===== src/rtl/ps_frame_tx_pkg.sv =====
// ---------------------------------------------------------------------------
// ps_frame_tx_pkg
// Shared definitions for the ps feature frame transmitter:
//   - tx_state_e        : serializer FSM state encoding
//   - SYNC_BYTE_DEFAULT : default frame header byte
//   - calc_clog2()      : ceil(log2(value)), usable in constant expressions
//   - num_bytes()       : number of whole bytes needed to carry a word
// ---------------------------------------------------------------------------
package ps_frame_tx_pkg;

    typedef enum logic [1:0] {
        ST_IDLE = 2'd0,
        ST_HDR  = 2'd1,
        ST_DATA = 2'd2,
        ST_CSUM = 2'd3
    } tx_state_e;

    localparam logic [7:0] SYNC_BYTE_DEFAULT = 8'hA5;

    // Returns 0 for value <= 1, otherwise the bits needed to index value items.
    function automatic int calc_clog2(input int value);
        int result;
        int remaining;
        result    = 0;
        remaining = value - 1;
        while (remaining > 0) begin
            result    = result + 1;
            remaining = remaining >> 1;
        end
        return result;
    endfunction

    function automatic int num_bytes(input int width);
        return (width + 7) / 8;
    endfunction

endpackage


===== src/rtl/ps_sync_fifo.sv =====
// ---------------------------------------------------------------------------
// ps_sync_fifo
// Single-clock FIFO buffering feature words between the ps datapath and the
// frame serializer. A push into a full FIFO is accepted when a pop happens in
// the same cycle, so the level stays at DEPTH in that case.
// Ports:
//   clk, rst   : clock, asynchronous active-high reset (pointers/level -> 0)
//   push, din  : write request and data (ignored when full without a pop)
//   pop, dout  : read request and show-ahead read data (ignored when empty)
//   full/empty : status flags derived from the level counter
//   level      : number of words currently held (0..DEPTH)
// ---------------------------------------------------------------------------
module ps_sync_fifo
    import ps_frame_tx_pkg::*;
#(
    parameter int WIDTH = 40,
    parameter int DEPTH = 4
) (
    input  logic                          clk,
    input  logic                          rst,
    input  logic                          push,
    input  logic [WIDTH-1:0]              din,
    input  logic                          pop,
    output logic [WIDTH-1:0]              dout,
    output logic                          full,
    output logic                          empty,
    output logic [calc_clog2(DEPTH):0]    level
);

    localparam int AW = calc_clog2(DEPTH);
    localparam int LW = AW + 1;

    logic [WIDTH-1:0] mem_q [DEPTH];
    logic [AW-1:0]    wr_ptr_q, wr_ptr_d;
    logic [AW-1:0]    rd_ptr_q, rd_ptr_d;
    logic [LW-1:0]    level_q, level_d;
    logic             pop_ok;
    logic             push_ok;

    assign full  = (level_q == LW'(DEPTH));
    assign empty = (level_q == '0);
    assign level = level_q;
    assign dout  = mem_q[rd_ptr_q];

    // A full FIFO still takes a push when a word leaves in the same cycle.
    assign pop_ok  = pop && !empty;
    assign push_ok = push && (!full || pop_ok);

    // Pointer wrap relies on DEPTH being a power of two.
    always_comb begin
        wr_ptr_d = wr_ptr_q;
        rd_ptr_d = rd_ptr_q;
        level_d  = level_q;
        if (push_ok) begin
            wr_ptr_d = wr_ptr_q + AW'(1);
        end
        if (pop_ok) begin
            rd_ptr_d = rd_ptr_q + AW'(1);
        end
        case ({push_ok, pop_ok})
            2'b10:   level_d = level_q + LW'(1);
            2'b01:   level_d = level_q - LW'(1);
            default: level_d = level_q;
        endcase
    end

    always_ff @(posedge clk or posedge rst) begin
        if (rst) begin
            wr_ptr_q <= '0;
            rd_ptr_q <= '0;
            level_q  <= '0;
        end else begin
            wr_ptr_q <= wr_ptr_d;
            rd_ptr_q <= rd_ptr_d;
            level_q  <= level_d;
        end
    end

    // Storage needs no reset: the pointers and level define what is valid.
    always_ff @(posedge clk) begin
        if (push_ok) begin
            mem_q[wr_ptr_q] <= din;
        end
    end

endmodule


===== src/rtl/ps_frame_tx.sv =====
// ---------------------------------------------------------------------------
// ps_frame_tx
// Captures signed feature words from the ps datapath into a small FIFO and
// serializes each into a frame of NB+2 bytes on a byte-wide valid/ready link:
//   sync byte, NB data bytes (sign-extended word, LSB first), XOR checksum of
//   the data bytes. Back-to-back frames are sent without a gap cycle.
// Ports:
//   clk, rst    : clock, asynchronous active-high reset (aborts any frame)
//   en          : active-low capture enable (high suppresses new captures)
//   feat_din    : signed feature word, captured when feat_valid is high
//   feat_valid  : one-cycle capture strobe
//   tx_data     : registered frame byte
//   tx_valid    : registered byte-valid, held until accepted
//   tx_ready    : downstream accepts the byte when tx_valid && tx_ready
//   fifo_level  : words currently buffered
//   busy        : a frame is in progress
//   overflow    : sticky, a strobe was dropped because the FIFO was full
// ---------------------------------------------------------------------------
module ps_frame_tx
    import ps_frame_tx_pkg::*;
#(
    parameter int         DATA_WIDTH = 40,
    parameter int         FIFO_DEPTH = 4,
    parameter logic [7:0] SYNC_BYTE  = SYNC_BYTE_DEFAULT
) (
    input  logic                              clk,
    input  logic                              rst,
    input  logic                              en,
    input  logic [DATA_WIDTH-1:0]             feat_din,
    input  logic                              feat_valid,
    output logic [7:0]                        tx_data,
    output logic                              tx_valid,
    input  logic                              tx_ready,
    output logic [calc_clog2(FIFO_DEPTH):0]   fifo_level,
    output logic                              busy,
    output logic                              overflow
);

    localparam int NB    = num_bytes(DATA_WIDTH);
    localparam int NBITS = NB * 8;
    localparam int IDX_W = (NB > 1) ? calc_clog2(NB) : 1;

    tx_state_e          state_q, state_d;
    logic [NBITS-1:0]   sh_q, sh_d;
    logic [7:0]         csum_q, csum_d;
    logic [IDX_W-1:0]   idx_q, idx_d;
    logic [7:0]         tx_data_q, tx_data_d;
    logic               tx_valid_q, tx_valid_d;
    logic               overflow_q, overflow_d;

    logic               fifo_push;
    logic               fifo_pop;
    logic               fifo_full;
    logic               fifo_empty;
    logic [DATA_WIDTH-1:0] fifo_dout;
    logic [NBITS-1:0]   word_ext;
    logic [NBITS-1:0]   sh_next;
    logic [7:0]         csum_next;
    logic               accept;
    logic               start_frame;

    assign fifo_push = feat_valid && !en;

    ps_sync_fifo #(
        .WIDTH (DATA_WIDTH),
        .DEPTH (FIFO_DEPTH)
    ) u_fifo (
        .clk   (clk),
        .rst   (rst),
        .push  (fifo_push),
        .din   (feat_din),
        .pop   (fifo_pop),
        .dout  (fifo_dout),
        .full  (fifo_full),
        .empty (fifo_empty),
        .level (fifo_level)
    );

    // The size cast of a signed value replicates the sign bit into the top byte(s).
    assign word_ext  = NBITS'($signed(fifo_dout));
    assign sh_next   = sh_q >> 8;
    assign csum_next = csum_q ^ tx_data_q;
    assign accept    = tx_valid_q && tx_ready;

    // Next-state and registered-output logic. The byte for the following
    // state is computed here so that tx_data/tx_valid come straight from flops.
    // The shift register always holds the current data byte in its low 8 bits.
    always_comb begin
        state_d     = state_q;
        sh_d        = sh_q;
        csum_d      = csum_q;
        idx_d       = idx_q;
        tx_data_d   = tx_data_q;
        tx_valid_d  = tx_valid_q;
        fifo_pop    = 1'b0;
        start_frame = 1'b0;

        case (state_q)
            ST_IDLE: begin
                if (!fifo_empty) begin
                    start_frame = 1'b1;
                end
            end
            ST_HDR: begin
                if (accept) begin
                    tx_data_d = sh_q[7:0];
                    state_d   = ST_DATA;
                end
            end
            ST_DATA: begin
                if (accept) begin
                    csum_d = csum_next;
                    sh_d   = sh_next;
                    if (idx_q == IDX_W'(NB - 1)) begin
                        tx_data_d = csum_next;
                        state_d   = ST_CSUM;
                    end else begin
                        idx_d     = idx_q + IDX_W'(1);
                        tx_data_d = sh_next[7:0];
                    end
                end
            end
            ST_CSUM: begin
                if (accept) begin
                    if (!fifo_empty) begin
                        start_frame = 1'b1;
                    end else begin
                        tx_valid_d = 1'b0;
                        tx_data_d  = 8'h00;
                        state_d    = ST_IDLE;
                    end
                end
            end
            default: begin
                tx_valid_d = 1'b0;
                tx_data_d  = 8'h00;
                state_d    = ST_IDLE;
            end
        endcase

        // Shared by IDLE and the no-bubble restart out of CSUM.
        if (start_frame) begin
            fifo_pop   = 1'b1;
            sh_d       = word_ext;
            csum_d     = 8'h00;
            idx_d      = '0;
            tx_data_d  = SYNC_BYTE;
            tx_valid_d = 1'b1;
            state_d    = ST_HDR;
        end
    end

    // A strobe is lost only if the FIFO is full and nothing leaves this cycle.
    assign overflow_d = overflow_q || (fifo_push && fifo_full && !fifo_pop);

    always_ff @(posedge clk or posedge rst) begin
        if (rst) begin
            state_q    <= ST_IDLE;
            sh_q       <= '0;
            csum_q     <= 8'h00;
            idx_q      <= '0;
            tx_data_q  <= 8'h00;
            tx_valid_q <= 1'b0;
            overflow_q <= 1'b0;
        end else begin
            state_q    <= state_d;
            sh_q       <= sh_d;
            csum_q     <= csum_d;
            idx_q      <= idx_d;
            tx_data_q  <= tx_data_d;
            tx_valid_q <= tx_valid_d;
            overflow_q <= overflow_d;
        end
    end

    assign tx_data  = tx_data_q;
    assign tx_valid = tx_valid_q;
    assign overflow = overflow_q;
    assign busy     = (state_q != ST_IDLE);

endmodule


===== config.mk =====
export PLATFORM = sky130hd
export DESIGN_NAME = ps_frame_tx
export DESIGN_NICKNAME = d
export VERILOG_FILES = /design/src/rtl/ps_frame_tx_pkg.sv /design/src/rtl/ps_sync_fifo.sv /design/src/rtl/ps_frame_tx.sv
export SDC_FILE = /design/constraint.sdc
export NUM_CORES = 1
export LEC_CHECK = 0
export CORE_ASPECT_RATIO = 0.7
export CORE_UTILIZATION = 45
export CTS_BUF_LIST = sky130_fd_sc_hd__clkbuf_4 sky130_fd_sc_hd__clkbuf_8 sky130_fd_sc_hd__clkbuf_16
export CTS_CLUSTER_DIAMETER = 80
export DETAILED_ROUTE_END_ITERATION = 10
export DONT_BUFFER_PORTS = 1
export SLEW_MARGIN = 20
export SYNTH_ARGS = -nofsm -noshare
export SYNTH_HDL_FRONTEND = slang
export SYNTH_SLANG_ARGS = --single-unit

===== constraint.sdc =====
create_clock -name clk -period 3.15 [get_ports clk]
set_input_delay 0.63 -clock clk [delete_from_list [all_inputs] [get_ports clk]]
set_output_delay 0.63 -clock clk [all_outputs]
set_load 0.01 [all_outputs]

== Word-level counts from Yosys, hierarchy flattened ==
Memory sizes are Yosys's and may differ from the RTL's.
Cells that the tools add are included.
Operators by class
  equality and inequality tests: 13
  reductions and logical operators: 26
  muxes and demuxes: 35
  $add $sub $neg: 5
  bitwise logic cells: 1
Operators by type and width (number)
  $mux 40: 3
  $mux 8: 9
  $pmux 8 s3: 1
  $ne 3x3->1 const B: 5
  $mux 2: 6
  $mux 3: 4
  $reduce_bool 2->1: 6
  $mux 1: 9
  $xor 8x8->8: 1
  $add 3x1->3 const B: 2
  $eq 2x2->1 const B: 3
  $eq 3x3->1 const B: 2
  $logic_and 1x1->1: 6
  $pmux 2 s3: 1
  $pmux 3 s2: 1
  $reduce_and 3->1: 2
  $reduce_and 6->1: 1
  $reduce_and 5->1: 1
  $add 2x1->2 const B: 2
  $eq 2x1->1 const B: 2
  $logic_not 1->1: 4
  $reduce_bool 4->1: 1
  $logic_not 3->1: 1
  $sub 3x1->3 const B: 1
  5 further kinds: 6
Storage, ports and cells
  logic and storage cells: 91
  input bits: 45
  memories kept: 1
  bits in registers: 70
  output and inout port bits: 14
  bits in writable memories: 160
Memories
  u_fifo.mem_q: depth 4, bits a word 40, rd ports 1, clocked after memory_dff 0, write ports 1, RTL line ps_sync_fifo.sv:33  | logic [WIDTH-1:0] mem_q [DEPTH];

== Depth between registers and ports, before layout ==
  depth in word-level cells: 10
  gate-level depth with buffers: 11
  depth with buffers taken out: 9

== By module ==
From an unflattened synthesis, not the netlist that was laid out.
Second synthesis, totals
  cells, all modules: 620
  area total of the unflattened synthesis: 9342.7 um^2
Modules (own cells, without submodules)
  ps_sync_fifo: area each 6192.2 um^2, instances 1, cells an instance 249, seq. area each 4979.8 um^2
  ps_frame_tx: area each 3150.5 um^2, instances 1, cells an instance 371, seq. area each 1576.5 um^2

== Worst setup path after synthesis ==
Ideal clock, no wire load.
  path kind: register to register
  start: register state_q[0]
  end: memory u_fifo.mem_q[0][0] (enable)
  path slack: 0.344 ns
  buffers on the path: 1
  clock period less this slack: 2.806 ns
  cell stages (with the launch flop): 7
  arrival: 2.404 ns
  required time: 2.749 ns
  library setup time: 0.401 ns
  path through: dfrtp_1 -> inv_1 -> ha_1 -> or2_1 -> buf_4 -> a31oi_4 -> and2_1
Between the ends
  word-level cells in the longest chain between the ends: 8
  elaborated cells between the ends (all ways): 9
  classes of those cells: eq/ne (1); mux (4); reduce/logical (4)
RTL lines
  start, declared: RTL line ps_frame_tx.sv:43  | tx_state_e state_q, state_d;
  start signal, assigned: RTL line ps_frame_tx.sv:166  | state_q <= state_d;
  $eq 2x2->1 / $logic_not 2->1 (equally long branches): RTL line ps_frame_tx.sv:98  | case (state_q)
  $pmux 1 s2 *: RTL line ps_frame_tx.sv:98
  $mux 1 *: RTL line ps_frame_tx.sv:142  | if (start_frame) begin
  $logic_and 1x1->1 *: RTL line ps_sync_fifo.sv:46  | assign pop_ok = pop && !empty;
  $logic_or 1x1->1 *: RTL line ps_sync_fifo.sv:47  | assign push_ok = push && (!full || pop_ok);
  $logic_and 1x1->1 *: RTL line ps_sync_fifo.sv:47
  $mux 1 *: RTL line ps_sync_fifo.sv:81  | if (push_ok) begin
  $mux 1 (not written as such) *: RTL line ps_sync_fifo.sv:82  | mem_q[wr_ptr_q] <= din;
  end, declared: RTL line ps_sync_fifo.sv:33
Mark *: on every way between the ends. The rest lies on a longest branch, timed or not.

== Worst setup path after layout ==
  start: register state_q[0]
  end: memory u_fifo.mem_q[3][35] (enable)
The elaborated chain is that of the path after synthesis.

==> results.py <==
metrics = {
    "sta": {
        "clock_skew_ns": 0.01797,
        "min_period_ns": 2.447,
        "final.setup.tns_ns": 0,
        "setup_slack_ns": 0.7029,
        "slew_headroom_pct": 45.11,
        "slew_violations": 0,
        "finalCritPeriodShare_pct": 77.69,
        "fmax_ghz": 0.4086,
        "setup_viol": 0,
        "finalHoldViolCount": 0,
        "worstMarginPinSlew_ns": 0.8224,
        "rsz0062_at_grt": "false",
    },
    "die": {
        "rows": 43,
        "die_w_um": 174.7,
        "initial_core_util_pct": 46.68,
        "core_mm2": 0.02012,
        "die_h_um": 122.9,
        "ioPinCount": 59,
        "dieArea_mm2": 0.02146,
    },
    "grt": {
        "overflow": 0,
        "grt_pass1_wl_um": 28410,
        "grt_max_degree": 98,
        "first_global_vias": 5011,
        "grt_usage_pct": 17.47,
        "antenna_found_initial": 0,
    },
    "cts": {
        "cts-hold-fix-buffers": 0,
        "cts.sinks": 230,
        "cts_resized": 0,
        "path_clk_slew_ns": 0.06,
        "clk_path_buf_depth": 3,
        "cts_tree": "built",
        "cts_root_buf": "clkbuf_16",
        "clk_latency_ns": 0.51,
        "h-tree-depth": 1,
        "post-cts-setup-buffer-count": 0,
        "numCtsBuffers": 22,
    },
    "yosys": {
        "synth-main-ff-cell": "edfxtp_1",
        "synthArstFlopShare_pct": 30.43,
        "synth_nets": 636,
        "ys_seq_elements": 230,
        "ys_warn_count": 0,
        "syn_inst": 579,
        "syn_avg_cell_area_um2": 16.22,
        "yosysSeqAreaShare_pct": 69.80,
        "ys_types": 46,
        "synth-edff-count": 160,
        "synth_area_mm2": 0.009393,
    },
    "detailed_routing": {
        "drtIter0Drc": 457,
        "wl_per_cell_um": 20.47,
        "vias": 4859,
        "drt_first_pass_iters": 6,
        "drc": 0,
        "viasPerCell": 5.591,
        "wirelength_um": 17790,
        "ant_nets": 0,
    },
    "worst_setup_path": {
        "path_class": "reg2reg",
        "critPathLaunchType": "register",
        "r2r-end": "u_fifo.mem_q[3][35]",
        "reg2reg_depth": 6,
        "worstPathArrival_ns": 2.62,
        "r2r_setup_slack_ns": 0.70,
        "cp_max_fo": 40,
        "endpoint_kind": "register",
        "required_ns": 3.33,
        "r2r_start": "state_q[0]",
    },
    "placed_design": {
        "hpwlAfterDp_um": 10790,
        "gp_congestion": 0.8101,
        "portBuffers": 0,
        "dpl_worst_slack_ns": 0.7212,
    },
    "pwr": {
        "p_per_area_mw_per_mm2": 943.9,
        "vdd_ir_drop_max_uv": 618.5,
        "p_leak_uw": 0.003779,
    },
    "finish": {
        "nets": 640,
        "layout_common_cells": "edfxtp_1, dfrtp_1, nand2_1",
        "drive_gt1_share_pct": 16.53,
        "num_antenna_cells": 0,
        "area_growth_pct": 12.06,
        "fill_cells": 1648,
        "layout_commonest_cell": "edfxtp_1",
    },
    "run_status": {
        "status": "complete, no violations",
    },
    "run": {
        "cap_violations": 0,
    },
    "min_path": {
        "hold_path.class": "in2async",
    },
}
==> worst max-delay path by stage <==
stage | startpoint | to | slack, ns | cells after the start
4_1_cts | state_q[0] | u_fifo.mem_q[3][35] | 0.70 | 6
3_3_place_gp | state_q[0] | u_fifo.mem_q[0][32] | 0.85 | 6
3_5_place_dp | state_q[0] | u_fifo.mem_q[1][28] | 0.72 | 6
2_1_floorplan | state_q[0] | u_fifo.mem_q[0][0] | 0.34 | 6
6_report | state_q[0] | u_fifo.mem_q[3][35] | 0.70 | 6
5_1_grt | state_q[0] | u_fifo.mem_q[3][2] | 0.57 | 6
==> power breakdown <==
| part | switching, uW | leakage, uW | internal (uW) |
|---|---|---|---|
| Combinational | 1560 | 0.00108 | 1240 |
| Clock | 1080 | 0.000375 | 1660 |
| Sequential | 473 | 0.00232 | 3920 |
==> flip-flops by register name, indices dropped and copies added, names as in the netlist, 2 cells and up <==
name             cells
tx_data              8
idx_q                3
sh_q                40
state_q              2
u_fifo.mem_q       160
csum_q               8
u_fifo.wr_ptr_q      2
u_fifo.level         3
u_fifo.rd_ptr_q      2
==> through the flow <==
| step | hold WS (ns) | util, % | std cells | power, uW | instance area [um^2] |
|---|---|---|---|---|---|
| 3_3_place_gp | 0.5258 | 48.54 | 829 | 7187 | 9767 |
| 3_5_place_dp | 0.5278 | 48.54 | 829 | 7283 | 9767 |
| 6_report | 0.1502 | 52.31 | 869 | 9935 | 10530 |
| 5_1_grt | 0.1883 | 52.31 | 869 | 10520 | 10530 |
| 4_1_cts | 0.1892 | 52.30 | 869 | 10070 | 10520 |
| 2_1_floorplan | 0.5022 | - | 579 | 6482 | 9393 |
==> kinds of logic after synthesis <==
family	share of synthesized area, %
DFF	69.80
and+or+nand+nor	5.728
buffers and inverters	2.065
adders and majority gates	1.678
muxes	13.33
AOI/OAI and AO/OA	5.995
xor gates and xnor gates	1.399
==> worst max-delay path: stages, from the launching register on <==
cell	delay (ns)
dfrtp_1	0.43
ha_1	0.30
a31oi_2	0.21
or2_1	0.39
a31oi_4	0.29
and2_2	0.22
buf_12	0.26
==> cell usage after synthesis, types with 4 or more instances <==
master | instances | share of area (%)
edfxtp_1 | 160 | 51
clkbuf_1 | 14 | 0.56
a222oi_1 | 8 | 0.85
dfrtp_1 | 70 | 19
o21ai_0 | 46 | 2.5
nor2_1 | 24 | 0.96
buf_2 | 14 | 0.75
and4b_1 | 4 | 0.43
o21a_1 | 4 | 0.32
xnor2_1 | 6 | 0.56
o31ai_1 | 4 | 0.32
o211ai_1 | 5 | 0.40
mux2i_1 | 34 | 3.6
xor2_1 | 9 | 0.84
mux4_2 | 40 | 9.6
inv_1 | 12 | 0.48
and2_1 | 4 | 0.27
nor2b_1 | 9 | 0.60
nand2_1 | 65 | 2.6
ha_1 | 11 | 1.5
==> metal layers <==
metal / vias up / share of wire (%) / global-route usage (%)
met3: 26 / 5.9 / 4.306
met2: 111 / 45 / 27.36
li1: 2218 / - / -
met1: 2504 / 47 / 24.83
met4: 0 / 1.7 / 4.076
met5: - / 0 / 0
==> area by class of cell <==
cell class / count / area, um^2 / area share [%]
clock buffer: 27 / 588.1 / 5.587
clock inverter: 13 / 168.9 / 1.605
inverter: 12 / 46.29 / 0.4398
multi-input combinational: 304 / 2654 / 25.21
sequential: 230 / 6558 / 62.30
tap: 270 / 337.8 / 3.210
timing repair buffer: 13 / 172.7 / 1.641
Power figures use the tool's default switching activity.
